<file path="config.mk">
export PLATFORM = sky130hd
export DESIGN_NAME = fft_harm_sched
export DESIGN_NICKNAME = d
export VERILOG_FILES = /design/src/rtl/fft_harm_sched.sv
export SDC_FILE = /design/constraint.sdc
export NUM_CORES = 1
export LEC_CHECK = 0
export ABC_AREA = 1
export BUFFER_PORTS_ARGS = -buffer_cell sky130_fd_sc_hd__buf_2
export CAP_MARGIN = 20
export CORE_MARGIN = 2
export CORE_UTILIZATION = 40
export CTS_BUF_LIST = sky130_fd_sc_hd__clkbuf_16
export CTS_CLUSTER_DIAMETER = 200
export DETAILED_ROUTE_END_ITERATION = 10
export GPL_ROUTABILITY_DRIVEN = 0
export GPL_TIMING_DRIVEN = 1
export PLACE_DENSITY = 0.67
export SYNTH_ARGS = -nofsm -noshare
export SYNTH_HDL_FRONTEND = slang
export SYNTH_SLANG_ARGS = --single-unit
</file>
<file path="constraint.sdc">
create_clock -name clk -period 1.75 [get_ports clk]
set_input_delay 0.525 -clock clk [delete_from_list [all_inputs] [get_ports clk]]
set_output_delay 0.525 -clock clk [all_outputs]
set_load 0.1 [all_outputs]
</file>
<file path="src/rtl/fft_harm_sched.sv">
// ---------------------------------------------------------------------------
// fft_harm_sched
//
// Frame scheduler for the FFT harmonic-measurement path. An accepted start
// gates exactly one FFT_LEN-sample frame from the ADC stream into the FFT
// sink (sop on beat 0, eop on beat FFT_LEN-1). It then waits for the FFT
// output frame and captures the magnitudes at bins base, 2*base, ...,
// N_HARM*base into harm_data. A done pulse follows the output eop by one
// cycle.
//
// Ports
//   clk, rst_n      clock, asynchronous active-low reset
//   start           1-cycle request, honoured only while busy=0
//   base_bin        fundamental bin, latched on an accepted start
//   adc_valid       ADC sample present this cycle
//   fft_sink_ready  FFT core accepts an input beat
//   fft_sink_valid  input beat valid (adc_valid while in FEED)
//   fft_sink_sop    first beat of the input frame (qualified by valid)
//   fft_sink_eop    last beat of the input frame (qualified by valid)
//   src_valid/sop/eop, amp   FFT output stream and magnitude
//   harm_data       slot k (bits k*DW +: DW) = magnitude at bin base*(k+1)
//   busy            FSM not idle
//   done            1-cycle pulse, harm_data valid
//   err             sticky error (base 0 or output timeout)
//   state_dbg       current FSM state encoding
//
// Handshake: a sink beat transfers on a rising edge where fft_sink_valid and
// fft_sink_ready are both high; valid never depends on ready. The output
// stream has no backpressure: a src beat is taken whenever src_valid is high.
// ---------------------------------------------------------------------------
module fft_harm_sched #(
    parameter int FFT_LEN = 256,
    parameter int DW      = 24,
    parameter int N_HARM  = 5,
    parameter int CNT_W   = 8,
    parameter int TIMEOUT = 4096
) (
    input  logic                 clk,
    input  logic                 rst_n,
    input  logic                 start,
    input  logic [CNT_W-1:0]     base_bin,
    input  logic                 adc_valid,
    input  logic                 fft_sink_ready,
    output logic                 fft_sink_valid,
    output logic                 fft_sink_sop,
    output logic                 fft_sink_eop,
    input  logic                 src_valid,
    input  logic                 src_sop,
    input  logic                 src_eop,
    input  logic [DW-1:0]        amp,
    output logic [N_HARM*DW-1:0] harm_data,
    output logic                 busy,
    output logic                 done,
    output logic                 err,
    output logic [2:0]           state_dbg
);

    localparam int WAIT_W = $clog2(TIMEOUT);
    localparam int K_W    = $clog2(N_HARM + 1);

    typedef enum logic [2:0] {
        S_IDLE  = 3'd0,
        S_FEED  = 3'd1,
        S_WAIT  = 3'd2,
        S_CATCH = 3'd3,
        S_DONE  = 3'd4
    } state_e;

    state_e state_q, state_d;

    logic [CNT_W-1:0]  in_cnt_q;
    logic [WAIT_W-1:0] wait_cnt_q;
    logic [CNT_W-1:0]  out_cnt_q;
    logic [CNT_W:0]    target_q;
    logic [CNT_W-1:0]  base_q;
    logic [K_W-1:0]    k_q;
    logic [DW-1:0]     slot_q [N_HARM];
    logic              err_q;

    logic              start_ok;
    logic              start_bad;
    logic              in_beat;
    logic              last_in;
    logic              timeout_hit;
    logic              src_first;
    logic              src_beat;
    logic [CNT_W-1:0]  beat_idx;
    logic              capture_hit;

    // A start with base 0 cannot name a fundamental; it only flags err.
    assign start_ok  = start && (state_q == S_IDLE) && (base_bin != '0);
    assign start_bad = start && (state_q == S_IDLE) && (base_bin == '0);

    assign in_beat     = fft_sink_valid && fft_sink_ready;
    assign last_in     = (in_cnt_q == CNT_W'(FFT_LEN - 1));
    assign timeout_hit = (wait_cnt_q == WAIT_W'(TIMEOUT - 1));

    // The sop beat that ends WAIT is itself output bin 0.
    assign src_first = (state_q == S_WAIT) && src_valid && src_sop;
    assign src_beat  = src_first || ((state_q == S_CATCH) && src_valid);
    assign beat_idx  = (state_q == S_WAIT) ? '0 : out_cnt_q;

    // target is one bit wider than a bin index, so once it passes the
    // last bin it can never match again and later slots stay zero.
    assign capture_hit = src_beat
                      && ({1'b0, beat_idx} == target_q)
                      && (k_q < K_W'(N_HARM));

    // ------------------------------------------------------------------
    // FSM: state register
    // ------------------------------------------------------------------
    always_ff @(posedge clk or negedge rst_n) begin
        if (!rst_n) begin
            state_q <= S_IDLE;
        end else begin
            state_q <= state_d;
        end
    end

    // ------------------------------------------------------------------
    // FSM: next state
    // ------------------------------------------------------------------
    always_comb begin
        state_d = state_q;
        unique case (state_q)
            S_IDLE: begin
                if (start_ok) state_d = S_FEED;
            end
            S_FEED: begin
                if (in_beat && last_in) state_d = S_WAIT;
            end
            S_WAIT: begin
                // A single-beat output frame (sop and eop together) ends at once.
                if (src_first) begin
                    state_d = src_eop ? S_DONE : S_CATCH;
                end else if (timeout_hit) begin
                    state_d = S_IDLE;
                end
            end
            S_CATCH: begin
                if (src_valid && src_eop) state_d = S_DONE;
            end
            S_DONE: begin
                state_d = S_IDLE;
            end
            default: state_d = S_IDLE;
        endcase
    end

    // ------------------------------------------------------------------
    // FSM: outputs
    // ------------------------------------------------------------------
    always_comb begin
        busy           = (state_q != S_IDLE);
        done           = (state_q == S_DONE);
        fft_sink_valid = adc_valid && (state_q == S_FEED);
        fft_sink_sop   = fft_sink_valid && (in_cnt_q == '0);
        fft_sink_eop   = fft_sink_valid && last_in;
    end

    assign state_dbg = state_q;
    assign err       = err_q;

    // ------------------------------------------------------------------
    // Counters, capture bookkeeping and error flag
    // ------------------------------------------------------------------
    always_ff @(posedge clk or negedge rst_n) begin
        if (!rst_n) begin
            in_cnt_q   <= '0;
            wait_cnt_q <= '0;
            out_cnt_q  <= '0;
            target_q   <= '0;
            base_q     <= '0;
            k_q        <= '0;
            err_q      <= 1'b0;
        end else if (start_ok) begin
            in_cnt_q   <= '0;
            wait_cnt_q <= '0;
            out_cnt_q  <= '0;
            target_q   <= {1'b0, base_bin};
            base_q     <= base_bin;
            k_q        <= '0;
            err_q      <= 1'b0;
        end else begin
            if (start_bad) begin
                err_q <= 1'b1;
            end
            // FFT_LEN is a power of two, so the index wraps to 0 after eop.
            if (in_beat) begin
                in_cnt_q <= in_cnt_q + CNT_W'(1);
            end
            if (state_q == S_WAIT) begin
                wait_cnt_q <= wait_cnt_q + WAIT_W'(1);
                if (timeout_hit && !src_first) begin
                    err_q <= 1'b1;
                end
            end
            if (src_beat) begin
                out_cnt_q <= beat_idx + CNT_W'(1);
            end
            if (capture_hit) begin
                target_q <= target_q + {1'b0, base_q};
                k_q      <= k_q + K_W'(1);
            end
        end
    end

    // ------------------------------------------------------------------
    // Harmonic slots
    // ------------------------------------------------------------------
    always_ff @(posedge clk or negedge rst_n) begin
        if (!rst_n) begin
            for (int i = 0; i < N_HARM; i++) begin
                slot_q[i] <= '0;
            end
        end else if (start_ok) begin
            for (int i = 0; i < N_HARM; i++) begin
                slot_q[i] <= '0;
            end
        end else begin
            for (int i = 0; i < N_HARM; i++) begin
                if (capture_hit && (k_q == K_W'(i))) begin
                    slot_q[i] <= amp;
                end
            end
        end
    end

    always_comb begin
        harm_data = '0;
        for (int i = 0; i < N_HARM; i++) begin
            harm_data[i*DW +: DW] = slot_q[i];
        end
    end

endmodule
</file>
---- Word-level counts from Yosys, hierarchy flattened ----
Index checks and enable logic that the tools add are counted.
cells by class
  $add $sub $neg .......................... 5
  magnitude comparators ................... 1
  eq/ne operators ......................... 15
  mux-type cells .......................... 28
  reductions and logical operators ........ 38
operators with widths
  cell                     count
  $mux W120                1
  $mux W24                 5
  $mux W8                  5
  $mux W12                 2
  $mux W3                  8
  $logic_and A1 B1 Y1      20
  $mux W9                  2
  $reduce_bool A2 Y1       9
  $add A8 B1 Y8 const B    2
  $logic_not A8 Y1         2
  $add A12 B1 Y12 const B  1
  $eq A12 B12 Y1 const B   1
  $eq A3 B2 Y1 const B     4
  $pmux W3 S4              1
  $add A9 B8 Y9            1
  $eq A8 B9 Y1             1
  $eq A8 B8 Y1 const B     1
  $reduce_bool A8 Y1       1
  $eq A3 B1 Y1 const B     2
  $eq A3 B3 Y1 const B     2
  $logic_not A3 Y1         2
  $mux W1                  4
  $ne A2 B2 Y1 const B     2
  $reduce_and A4 Y1        1
  7 further kinds          7
storage, ports and cells
  bits in registers ....................... 172
  output and inout bits ................... 129
  logic and storage cells ................. 100

---- Longest topological paths before layout ----
  word-level depth ........................ 9
  gate-level depth with buffers ........... 14

---- Worst setup path after synthesis ----
OpenSTA, ideal clock, no wires.
  kind .................................... reg2out
  start ................................... reg state_q[0], in the netlist state_dbg[0]
  end ..................................... out fft_sink_sop
  arrival time ............................ 3.423 ns
  data required time ...................... 1.225 ns
  path slack .............................. -2.198 ns
  stages on the path, launching flop included .. 3
  buffers on the path ..................... 0
  path through ............................ dfrtp_1 > nand4_1 > nor3_1
between the ends
  longest elaborated chain between the ends .. 3
ends and longest elaborated chain
  what                    RTL line  RTL
  start, declared         69        state_e state_q, state_d;
  start signal, assigned  116       state_q <= state_d;
  $eq A3 B1 Y1            156       fft_sink_valid = adc_valid && (state_q == S_FEED);
  $logic_and A1 B1 Y1     156
  $logic_and A1 B1 Y1     157       fft_sink_sop = fft_sink_valid && (in_cnt_q == '0);
  end, declared           45        output logic fft_sink_sop,
No other way between the ends.

---- Worst setup path in the final report ----
  start ................................... reg state_q[2], in the netlist state_dbg[2]
  end ..................................... reg slot_q (netlist bit harm_data[14])
between the ends
  longest elaborated chain between the ends .. 8
  elaborated cells between the ends (all ways) .. 16
ends and longest elaborated chain
  what                                                                  RTL line  RTL
  parallel branches: the longest is 8 deep, another holds $eq A8 B9 Y1  -
  end signal, assigned by index                                         223       slot_q[i] <= amp;
  end, declared                                                         77        logic [DW-1:0] slot_q [N_HARM];
Several ways; the timed one is not identified.
A chain may end at the register's enable or synchronous reset.

==> metrics.yaml <==
run_status:
  run_status: "finished, violations left"
  failed_checks: "setup timing"
detailed_routing:
  detail_route.first_pass.iterations: 6
  remaining_drc_errors: 0
  route.vias.total: 9214
  totalWireLength_mm: 32.72
  postRouteAntennaNets: 0
  initialDrtViolationCount: 918
  vias_per_cell: 5.639
  post_drt_wl_per_cell_um: 20.02
synth:
  yosys_warnings: 0
  netlist_area_mm2: 0.008481
  yosys_register_bits: 172
  post-synth-top-area-fraction: 0.5075
  synth-async-reset-ratio: 1.000
  synth.top_cells.by_area: "sky130_fd_sc_hd__dfrtp_1 (51%), sky130_fd_sc_hd__nand2_1 (13%), sky130_fd_sc_hd__nand3_1 (9.6%)"
  synthDominantAreaCellType: "sky130_fd_sc_hd__dfrtp_1"
  syn_avg_cell_area_um2: 8.274
  synth_seq_area_share: 0.5075
  synthesis.instances: 1025
  ys.flop_type: "sky130_fd_sc_hd__dfrtp_1"
  count_of_flip_flops_with_a_built_in_enable_after_synthesis: 0
  syn_nets: 1083
  ys_top_cells_by_count: "sky130_fd_sc_hd__nand2_1 (287), sky130_fd_sc_hd__dfrtp_1 (172), sky130_fd_sc_hd__nand3_1 (162)"
  synth.distinct_cells: 39
  yosysMostFrequentCell: "sky130_fd_sc_hd__nand2_1"
global_routing:
  grt_pass1_wl_mm: 47.27
  antenna_found_initial: 0
  via_count_of_the_first_global_routing_pass: 8750
  overflow: 0
  pin_count_of_the_biggest_net_entering_global_routing: 43
  grtUsageTotal: 0.2747
timing:
  final_critical_path_setup_slack_ps: -586.5
  clock_skew_ps: 13.85
  rsz0062_at_grt: "yes"
  report.final.slew_viol_count: 0
  max_clock_freq_ghz: 0.4280
  worst_slew_pin_slew_ps: 634.8
  final.min_clock_period_ps: 2336
  total_neg_setup_slack_ps: -72910
  final_min_period_over_clock_period: 1.335
  slew_headroom: 0.5752
  final_setup_violations: 174
  hold_viol_final: 0
critical_path:
  worst_path_most_repeated_cell: "sky130_fd_sc_hd__buf_6"
  worstPathMaxFanout: 6
  path_cells: "inv_4 -> buf_6 -> buf_4 -> nand3_4 -> buf_6 -> nand3_1 -> nand2_2 -> nand2_2 -> nor2_4 -> and2_4 -> buf_6 -> buf_6 -> buf_16 -> nand4_1 -> nand2_1"
  crit_slowest_cell: "sky130_fd_sc_hd__dfrtp_4"
  critPathKind: "register to register"
  rr_worst_depth: 15
  required_time_of_the_critical_path_ps: 2130
  cpPeakStageDelay_ps: 430
  critPathCaptureType: "register"
  r2r_setup_slack_ps: -590
  rr_endpoint: "harm_data[14]$_DFFE_PN0P_"
  arrival_time_worst_endpoint_ps: 2710
  worstReg2RegStart: "state_dbg[2]$_DFFE_PN0P_"
  start_kind: "register"
clock_network:
  worst_skew_pair.late_latency_ps: 450
  ctsRootBufferMaster: "sky130_fd_sc_hd__clkbuf_16"
  cts_max_level: 4
  clk_path_buf_depth: 2
  path_clk_slew_ps: 70
  cts_tree: "done"
  cts-buffers-inserted: 17
  cts_num_sinks: 172
layout:
  multi_input_comb_area_mm2: 0.004385
  area_delta_synth_final_pct: 63.26
  antenna_cells: 0
  seqCellArea_mm2: 0.004315
  final_nets: 1404
  final.fill_count: 1528
  drive_gt1_frac: 0.4533
hold_path:
  hold_path_origin: "base_bin[3]"
  hold_path.class: "primary input to register"
  min_delay_worst_endpoint: "base_q[3]$_DFFE_PN0P_"
  min_path_cells: 4
die:
  ioPinCount: 169
  die_area_mm2: 0.02238
  fp.coreArea_mm2: 0.02089
  die_width_um: 149.6
  floorplan.rows: 53
  dieHeight_um: 149.6
  starting_utilization_of_the_core_area: 0.4060
pwr:
  peakVddDrop_mv: 1.243
  power_density_over_cell_area_mw_per_mm2: 1462
  power.static_leakage_nw: 7.199
placement:
  hpwlAfterDp_mm: 18.12
  placement.setup.worst_slack_ps: -457.7
  port_buffers: 168
flow_run:
  max-cap-violations: 0
power by group:
part	switching, mW	leakage [nW]	internal (mW)
Sequential	0.667	2.34	4.58
Clock	1.86	0.291	2.04
Combinational	7.24	4.57	3.86
Total	9.76	7.20	10.5
routing by layer:
layer  vias to the layer above  wire [um]  global-route usage
li1                       4069          -                   -
met1                      4506      12510              0.3542
met2                       512      15790              0.4399
met3                       127       2988             0.07134
met4                         0       1435              0.1143
met5                         -          0                   0
registers in the layout (all words and copies together), names as in the netlist:
name / flops
out_cnt_q: 8
base_q: 8
harm_data: 120
target_q: 9
wait_cnt_q: 12
k_q: 3
err: 1
in_cnt_q: 8
state_dbg: 3
how the worst max path moves through the flow:
stage | endpoint | depth (start not counted) | from
finish | harm_data[14]$_DFFE_PN0P_ | 15 | state_dbg[2]$_DFFE_PN0P_
global placement | harm_data[36]$_DFFE_PN0P_ | 9 | state_dbg[2]$_DFFE_PN0P_
CTS | fft_sink_sop | 5 | state_dbg[1]$_DFFE_PN0P_
detailed placement | harm_data[76]$_DFFE_PN0P_ | 10 | state_dbg[2]$_DFFE_PN0P_
global route | harm_data[58]$_DFFE_PN0P_ | 16 | state_dbg[2]$_DFFE_PN0P_
floorplan | fft_sink_sop | 3 | state_dbg[2]$_DFFE_PN0P_
critical path, delay by kind of cell, from the launching register on:
kind	cells	cell delay, ps
and+or+nand+nor	8	1070
DFF	1	430
buffers and inverters	7	740
stage by stage:
stage | utilization | instance area [um^2] | instances | total power [mW] | hold slack, ps
after floorplan | - | 8587 | 1025 | 10.88 | 229.4
after global placement | 0.5076 | 10600 | 1524 | 13.46 | 454.9
after detailed placement | 0.5076 | 10600 | 1524 | 13.56 | 459.0
after CTS | 0.6134 | 12810 | 1622 | 18.74 | 412.1
after global routing | 0.6628 | 13850 | 1634 | 21.05 | 428.2
final | 0.6628 | 13850 | 1634 | 20.25 | 414.9
cells in the final DEF (no fill, tap or decap), drive strengths merged, types with 2 or more instances in the layout:
cell,count
nand2,292
buf,256
dfrtp,172
nand3,165
clkbuf,121
inv,95
nand4,82
nor2,62
o21ai,25
a21oi,23
ha,17
nor3,11
clkinv,6
xor2,5
o21a,3
o22ai,3
a31oi,2
or2,2
o21bai,2
clkinvlp,2
xnor2,2
logic make-up (layout without fill, tap and decap cells):
| kind of cell | Yosys count | after routing | share of synthesized area |
|---|---|---|---|
| adders and majority gates | 18 | 18 | 0.02744 |
| and+or+nand+nor | 617 | 618 | 0.3346 |
| DFF | 172 | 172 | 0.5075 |
| AOI/OAI and AO/OA | 62 | 62 | 0.04057 |
| xor gates and xnor gates | 7 | 7 | 0.007229 |
| buffers and inverters | 149 | 482 | 0.08262 |
cell type report:
cell class | count | area share
sequential | 172 | 0.3117
inverter | 89 | 0.02774
timing repair buffer | 361 | 0.2757
tap | 275 | 0.02485
clock inverter | 15 | 0.01256
clock buffer | 17 | 0.03072
multi-input combinational | 705 | 0.3167
repair_timing:
| item | CTS | global route |
|---|---|---|
| setup buffers | 45 | 22 |
| endpoints found under the hold margin | 21 | 0 |
| setup endpoints to repair | 291 | 293 |
| resized for setup | 164 | 332 |
| hold buffers | 1 | 0 |
| gates cloned | 24 | 4 |
| pin swaps | 81 | 73 |
Power figures use the tool's default switching activity.
